<file path="src/rtl/mem_port_arbiter_if.sv">
// Bundle of request/grant and memory-control signals between the
// requesters and the shared data-memory arbiter.
interface mem_port_arbiter_if;
  logic [3:0] req;
  logic [3:0] we;
  logic [3:0] gnt;
  logic [1:0] sel;
  logic       mem_en;
  logic       mem_we;
  logic [3:0] done;
  logic       busy;

  // Arbiter side: consumes requests and produces grants and memory controls.
  modport slave (
    input  req, we,
    output gnt, sel, mem_en, mem_we, done, busy
  );

  // Requester side: produces requests and observes grants and completions.
  modport master (
    output req, we,
    input  gnt, sel, mem_en, mem_we, done, busy
  );
endinterface

</file>
<file path="src/rtl/mem_port_arbiter.sv">
// Round-robin arbiter for the single-port 16-bit data memory shared by
// fetch, load/store, DMA and debug. Each access holds the grant, mux select
// and memory enables for MEM_LAT cycles and pulses done in its last cycle;
// one IDLE arbitration cycle always separates consecutive accesses.
module mem_port_arbiter #(
  parameter int MEM_LAT = 2,
  parameter int CNT_W   = 4
) (
  input  logic              clk,
  input  logic              reset,
  mem_port_arbiter_if.slave bus
);

  typedef enum logic [0:0] {
    IDLE   = 1'b0,
    ACCESS = 1'b1
  } state_e;

  // Search last+1, last+2, last+3, last (mod 4); the first set request wins.
  function automatic logic [1:0] pick_winner(input logic [3:0] req_v,
                                             input logic [1:0] last_v);
    logic [1:0] win;
    logic [1:0] cand;
    logic       found;
    win   = last_v;
    found = 1'b0;
    for (int k = 1; k <= 4; k++) begin
      cand = last_v + 2'(k);
      if (!found && req_v[cand]) begin
        win   = cand;
        found = 1'b1;
      end else begin
        found = found;
      end
    end
    return win;
  endfunction

  state_e           state_q, state_d;
  logic [3:0]       gnt_q, gnt_d;
  logic [1:0]       sel_q, sel_d;
  logic             mem_en_q, mem_en_d;
  logic             mem_we_q, mem_we_d;
  logic [1:0]       last_q, last_d;
  logic [CNT_W-1:0] cnt_q, cnt_d;
  logic [1:0]       winner_s;

  // State, grant, memory-control and latency-counter registers.
  always_ff @(posedge clk or posedge reset) begin
    if (reset) begin
      state_q  <= IDLE;
      gnt_q    <= 4'b0000;
      sel_q    <= 2'd0;
      mem_en_q <= 1'b0;
      mem_we_q <= 1'b0;
      last_q   <= 2'd3;
      cnt_q    <= {CNT_W{1'b0}};
    end else begin
      state_q  <= state_d;
      gnt_q    <= gnt_d;
      sel_q    <= sel_d;
      mem_en_q <= mem_en_d;
      mem_we_q <= mem_we_d;
      last_q   <= last_d;
      cnt_q    <= cnt_d;
    end
  end

  // Arbitrate in IDLE, count the fixed latency in ACCESS, release after done.
  always_comb begin
    state_d  = state_q;
    gnt_d    = gnt_q;
    sel_d    = sel_q;
    mem_en_d = mem_en_q;
    mem_we_d = mem_we_q;
    last_d   = last_q;
    cnt_d    = cnt_q;
    winner_s = pick_winner(bus.req, last_q);
    case (state_q)
      IDLE: begin
        if (bus.req != 4'b0000) begin
          state_d  = ACCESS;
          gnt_d    = 4'b0001 << winner_s;
          sel_d    = winner_s;
          mem_en_d = 1'b1;
          mem_we_d = bus.we[winner_s];
          last_d   = winner_s;
          cnt_d    = CNT_W'(MEM_LAT - 1);
        end else begin
          state_d = IDLE;
        end
      end
      ACCESS: begin
        if (cnt_q != {CNT_W{1'b0}}) begin
          cnt_d = cnt_q - CNT_W'(1);
        end else begin
          // Last access cycle: done is showing now, drop everything next edge.
          state_d  = IDLE;
          gnt_d    = 4'b0000;
          mem_en_d = 1'b0;
          mem_we_d = 1'b0;
        end
      end
      default: begin
        state_d  = IDLE;
        gnt_d    = 4'b0000;
        mem_en_d = 1'b0;
        mem_we_d = 1'b0;
        cnt_d    = {CNT_W{1'b0}};
      end
    endcase
  end

  assign bus.gnt    = gnt_q;
  assign bus.sel    = sel_q;
  assign bus.mem_en = mem_en_q;
  assign bus.mem_we = mem_we_q;
  assign bus.busy   = (state_q == ACCESS);
  assign bus.done   = ((state_q == ACCESS) && (cnt_q == {CNT_W{1'b0}})) ? gnt_q : 4'b0000;

endmodule

</file>
<file path="src/flat_wrapper.sv">
// flat-port wrapper written by rule: the top's interface ports become plain ports
module mem_port_arbiter_flat 
#(
  parameter int MEM_LAT = 2,
  parameter int CNT_W   = 4
)
  (clk, reset, bus_req, bus_we, bus_gnt, bus_sel, bus_mem_en, bus_mem_we, bus_done, bus_busy);
  mem_port_arbiter_if bus_i ();
  input  logic clk;
  input  logic reset;
  input wire logic [$bits(bus_i.req)-1:0] bus_req;
  input wire logic [$bits(bus_i.we)-1:0] bus_we;
  output wire logic [$bits(bus_i.gnt)-1:0] bus_gnt;
  output wire logic [$bits(bus_i.sel)-1:0] bus_sel;
  output wire logic [$bits(bus_i.mem_en)-1:0] bus_mem_en;
  output wire logic [$bits(bus_i.mem_we)-1:0] bus_mem_we;
  output wire logic [$bits(bus_i.done)-1:0] bus_done;
  output wire logic [$bits(bus_i.busy)-1:0] bus_busy;
  assign bus_i.req = bus_req;
  assign bus_i.we = bus_we;
  assign bus_gnt = bus_i.gnt;
  assign bus_sel = bus_i.sel;
  assign bus_mem_en = bus_i.mem_en;
  assign bus_mem_we = bus_i.mem_we;
  assign bus_done = bus_i.done;
  assign bus_busy = bus_i.busy;
  mem_port_arbiter #(.MEM_LAT(MEM_LAT), .CNT_W(CNT_W)) u_core (.clk(clk), .reset(reset), .bus(bus_i));
endmodule
</file>
<file path="config.mk">
export PLATFORM = sky130hd
export DESIGN_NAME = mem_port_arbiter_flat
export DESIGN_NICKNAME = d
export VERILOG_FILES = /design/src/rtl/mem_port_arbiter_if.sv /design/src/rtl/mem_port_arbiter.sv /design/src/flat_wrapper.sv
export SDC_FILE = /design/constraint.sdc
export NUM_CORES = 1
export LEC_CHECK = 0
export CAP_MARGIN = 20
export CORE_UTILIZATION = 45
export DETAILED_ROUTE_END_ITERATION = 16
export PLACE_DENSITY = 0.84
export SLEW_MARGIN = 20
export SYNTH_ARGS = -nofsm -noshare
export SYNTH_HDL_FRONTEND = slang
export SYNTH_SLANG_ARGS = --single-unit
</file>
<file path="constraint.sdc">
create_clock -name clk -period 4.18 [get_ports clk]
set_input_delay 0.418 -clock clk [delete_from_list [all_inputs] [get_ports clk]]
set_output_delay 0.418 -clock clk [all_outputs]
set_load 0.02 [all_outputs]
</file>
# After elaboration in Yosys (flattened, before gate mapping)
# Cells that the tools add are included.
# op_classes
shift,1
n_reduce_logical,13
n_eq_ne,3
bitwise,1
n_addsub,4
mux,32
order_cmp,5
# ops
operator,count
$mux 4,5
$pmux 4 s2,2
$lt 2x3->1 const B,5
$mux 1,13
$bmux 1 s2,5
$mux 2,4
$reduce_bool 4->1,2
$pmux 1 s2,3
$reduce_and 2->1,3
$add 2x2->2 const B,2
$logic_and 1x1->1,4
$logic_not 4->1,1
$ne 2x2->1 const B,2
$shl 1x2->4 const A,1
$sub 4x1->4 const B,1
$logic_not 1->1,3
$add 2x1->2 const B,1
$ne 2x1->1 const B,1
$not 1->1,1
# totals
inputBits,10
out_inout_bits,13
reg_bits,15
wordCells,66

# Depth between registers and ports, before layout
# logic_depth
ltp_word,17
depth_mapped,7

# Worst setup path after synthesis
# No wires, ideal clock.
# synth_path
path_type,register to register
startpoint,register u_core.cnt_q[0]
endpoint,register u_core.cnt_q[3]
synth_period_minus_slack_ps,1627
n_path_buf,0
setup_ps,132
arrival_time_ps,1495
slack_ps,2553
required_time_ps,4048
stages_incl_launch_ff,8
cell_sequence,dfrtp_1 > inv_1 > ha_1 > nor3b_2 > nand2b_1 > or4_1 > xor2_1 > nor2_1
# synth_via
elab_chain_len,3
elab_cells_between_ends,6
classes_between,add/sub: 1; eq/ne: 1; mux: 2; reduce/logical: 2
# synth_lines
element,line,rtl
"start, declared",mem_port_arbiter.sv:45,"logic [CNT_W-1:0] cnt_q, cnt_d;"
"start signal, assigned",mem_port_arbiter.sv:57,cnt_q <= {CNT_W{1'b0}};
"start signal, assigned",mem_port_arbiter.sv:65,cnt_q <= cnt_d;
$sub 4x1->4 / $reduce_bool 4->1 (equally long branches),"mem_port_arbiter.sv:95, mem_port_arbiter.sv:94",
$mux 4 / $ne 2x2->1 (equally long branches),n/a,
$pmux 4 s2 / $reduce_and 2->1 (equally long branches),n/a,
# Parallel ways exist; a longest one is shown, timed or not. The select of a mux whose other input is x is not followed.
# A chain may end at the register's enable or synchronous reset.

# Worst setup path in the final report
# layout_path
startpoint,register u_core.cnt_q[0]
endpoint,output port bus_done[2]
# layout_via
elab_chain_len,3
# layout_lines
element,line,rtl
$logic_not 4->1,mem_port_arbiter.sv:119,assign bus.done = ((state_q == ACCESS) && (cnt_q == {CNT_W{1'b0}})) ? gnt_q : 4'b0000;
$logic_and 1x1->1,mem_port_arbiter.sv:119,
$mux 4,mem_port_arbiter.sv:119,
"end, declared",flat_wrapper.sv:17,output wire logic [$bits(bus_i.done)-1:0] bus_done;
# No other way between the ends.

==> impl_metrics.yaml <==
floorplanning:
  row_count: 14
  dieHeight_um: 44.4
  start_util_pct: 50.9
  i_o_pin_count: 23
  die_span_in_x_um: 44.4
  core_area_um2: 1590
  die_area_um2: 1980
sta:
  min_period_ps: 2530
  rsz0062_at_grt: "false"
  hold_viol: 0
  fin_worst_skew_ps: 11.4
  maxSlewViolCount: 0
  max_freq_ghz: 0.395
  finalSetupTns_ps: 0
  worst_hold_slack_ps: 459
  report.final.setup_viol: 0
  period_share_pct: 60.5
  tightest_slew_ps: 780
  max-slew-margin-rel_pct: 47.8
yosys:
  yosys_most_used_dff: "sky130_fd_sc_hd__dfrtp_1"
  number_of_distinct_standard_cells_referenced_by_the_synthesized_netlist: 31
  synthesis.area_um2: 811
  synth_enable_flop_cells: 0
  ys.warnings.count: 0
  synth_fp_nets: 93
  synth_seq_area_share_pct: 46.6
  async_flop_share_pct: 100
  avg_synthesized_cell_area_um2: 10.0
  ys_ff_latch: 15
  synthesis.instances: 81
placed_design:
  hpwl_um: 1320
  gp_congestion: 0.790
  io_buffers: 22
  dpl-instance-area_um2: 1040
  place.detailed.instances: 124
clock_network:
  postCtsSetupBuffers: 0
  clockRootBuffer: "sky130_fd_sc_hd__clkbuf_4"
  tritoncts.num_buffers: 3
  tritoncts: "done"
  cts_hold_buf: 0
  cts.reportedPaths.clkPinSlew_ps: 100
  numClockSinks: 15
  postCtsResizedCells: 0
  clock_insertion_delay_worst_skew_ps: 300
  maximum_count_of_clock_buffers_along_a_single_path: 2
  h-tree-depth: 1
detailed_routing:
  routed_wl_um: 1700
  drt.antenna.violating_nets: 0
  via_per_inst: 5.20
  drt_first_pass_iters: 4
  drc: 0
  drt_first_iter_violations: 18
  dr_total_vias: 666
  wire_length_per_cell_um: 13.3
final_layout:
  fill_cells: 138
  number_of_antenna_diodes: 0
  final_common_cell: "sky130_fd_sc_hd__clkdlybuf4s50_1"
  instances_no_fill: 128
  flow.area_growth_from_synthesis_pct: 31.9
  fraction_of_layout_instances_using_a_drive_strength_above_1_pct: 11.5
  layout.cells.most_common_list: "22 x sky130_fd_sc_hd__clkdlybuf4s50_1, 13 x sky130_fd_sc_hd__dfrtp_1, 12 x sky130_fd_sc_hd__nor2_1"
  stdcell_area_um2: 1070
  final_layout_net_count: 117
critical_path:
  r2r-end: "u_core.bus.mem_we"
  critPathArrivalTime_ps: 2110
  rr_startpoint: "u_core.bus.busy"
  worstPathCellList: "inv_1 -> ha_1 -> nor3b_2 -> and3_1 -> clkdlybuf4s50_1"
  endpoint_kind: "primary output"
  worst_ep_required_time_ps: 3760
  family_of_cells_with_the_greatest_summed_delay_on_the_critical_path: "buffers and inverters"
  crit_path_start_kind: "register"
  ff2ff_setup_slack_ps: 2230
  path_buf_inv: 2
  crit_path_max_fanout: 7
  crit_path_top_delay_cell: "sky130_fd_sc_hd__clkdlybuf4s50_1"
  critPathKind: "reg2out"
  critical_path_depth: 5
  reg2reg_depth: 4
  critical-path-max-stage-delay_ps: 600
global_routing:
  wire_length_of_the_first_global_routing_pass_um: 2760
  pin_count_of_the_biggest_net_entering_global_routing: 16
  globalRoute.totalOverflow: 0
  first_global_vias: 629
  grt_use_total_pct: 19.9
  antenna_found_initial: 0
pwr:
  clock_power_share_pct: 11.2
  intPower_uw: 437
  p_sw_share_pct: 43.1
  switching_power_uw: 331
  power_density_nw_per_um2: 718
  total_leakage_power_nw: 0.479
  comb_power_share_pct: 52.2
  share_seq_of_total_power_pct: 36.7
  ir_drop_mv: 0.542
  total_power_draw_uw: 768
hold_path:
  worstHoldPathType: "in2async"
status:
  run_status: "finished, final reports clean"
job:
  timing.max_cap.violations: 0
## metal layers
layer	vias up	share of wire [%]	track usage, %
met5	-	0	0
met4	0	0.59	5.45
met3	2	4.1	6.12
met2	17	51	34.1
met1	318	44	24.2
li1	329	-	-
## power groups by stage
| stage | combinational (mW) | clock [mW] | sequential (mW) |
|---|---|---|---|
| 2_1_floorplan | 0.241 | 0 | 0.303 |
| 3_3_place_gp | 0.387 | 0 | 0.283 |
| 3_5_place_dp | 0.402 | 0 | 0.284 |
| 4_1_cts | 0.403 | 0.0866 | 0.282 |
| 5_1_grt | 0.442 | 0.0936 | 0.292 |
| 6_report | 0.401 | 0.0858 | 0.282 |
## cell type report
type / count / area, um2 / area share [%]
Multi-Input combinational cell: 58 / 395 / 37.0
Sequential cell: 15 / 378 / 35.3
Timing Repair Buffer: 22 / 220 / 20.6
Tap cell: 24 / 30.0 / 2.81
Clock buffer: 3 / 22.5 / 2.11
Inverter: 5 / 18.8 / 1.75
Clock inverter: 1 / 5.00 / 0.468
## cells by family after synthesis
family,synth area share (%)
mux,2.47
xor+xnor,2.16
buf+inv,4.63
fa+ha+maj,3.09
flops,46.6
compound gates,13.6
simple gates,27.5
## worst max-delay path by stage
stage	endpoint	startpoint	slack (ps)
6_report	bus_done[2]	u_core.cnt_q[0]	1650
5_1_grt	bus_done[2]	u_core.cnt_q[0]	1520
4_1_cts	bus_done[2]	u_core.cnt_q[0]	1630
2_1_floorplan	u_core.cnt_q[3]	u_core.cnt_q[0]	2550
3_3_place_gp	u_core.bus.mem_we	bus_req[3]	1820
3_5_place_dp	u_core.bus.mem_we	bus_req[3]	1710
## synth_stat cells (2+ instances only)
cell | n | area (um2)
sky130_fd_sc_hd__dfrtp_1 | 13 | 325
sky130_fd_sc_hd__nor2_1 | 12 | 45.0
sky130_fd_sc_hd__and3_1 | 5 | 31.3
sky130_fd_sc_hd__nand2_1 | 5 | 18.8
sky130_fd_sc_hd__a21oi_1 | 4 | 20.0
sky130_fd_sc_hd__inv_1 | 4 | 15.0
sky130_fd_sc_hd__nand2b_1 | 4 | 25.0
sky130_fd_sc_hd__o21ai_1 | 4 | 20.0
sky130_fd_sc_hd__clkbuf_1 | 2 | 7.51
sky130_fd_sc_hd__dfstp_2 | 2 | 52.6
sky130_fd_sc_hd__ha_1 | 2 | 25.0
sky130_fd_sc_hd__mux2i_1 | 2 | 20.0
sky130_fd_sc_hd__nor3b_2 | 2 | 25.0
sky130_fd_sc_hd__o22ai_1 | 2 | 12.5
sky130_fd_sc_hd__xor2_1 | 2 | 17.5
## sequential cells by signal, summed over array words and instances (netlist names)
signal	flops
u_core.bus.sel	2
u_core.bus.mem_we	1
u_core.bus.mem_en	1
u_core.bus.gnt	4
u_core.bus.busy	1
u_core.cnt_q	4
u_core.last_q	2
## per-stage QoR
stage          utilization, %  worst slack [ps]
3_5_place_dp             65.4              1710
6_report                 67.1              1650
5_1_grt                  67.1              1520
4_1_cts                  67.1              1630
3_3_place_gp             65.4              1820
2_1_floorplan               -              2550
No activity file was read; power rests on OpenSTA's default activity.
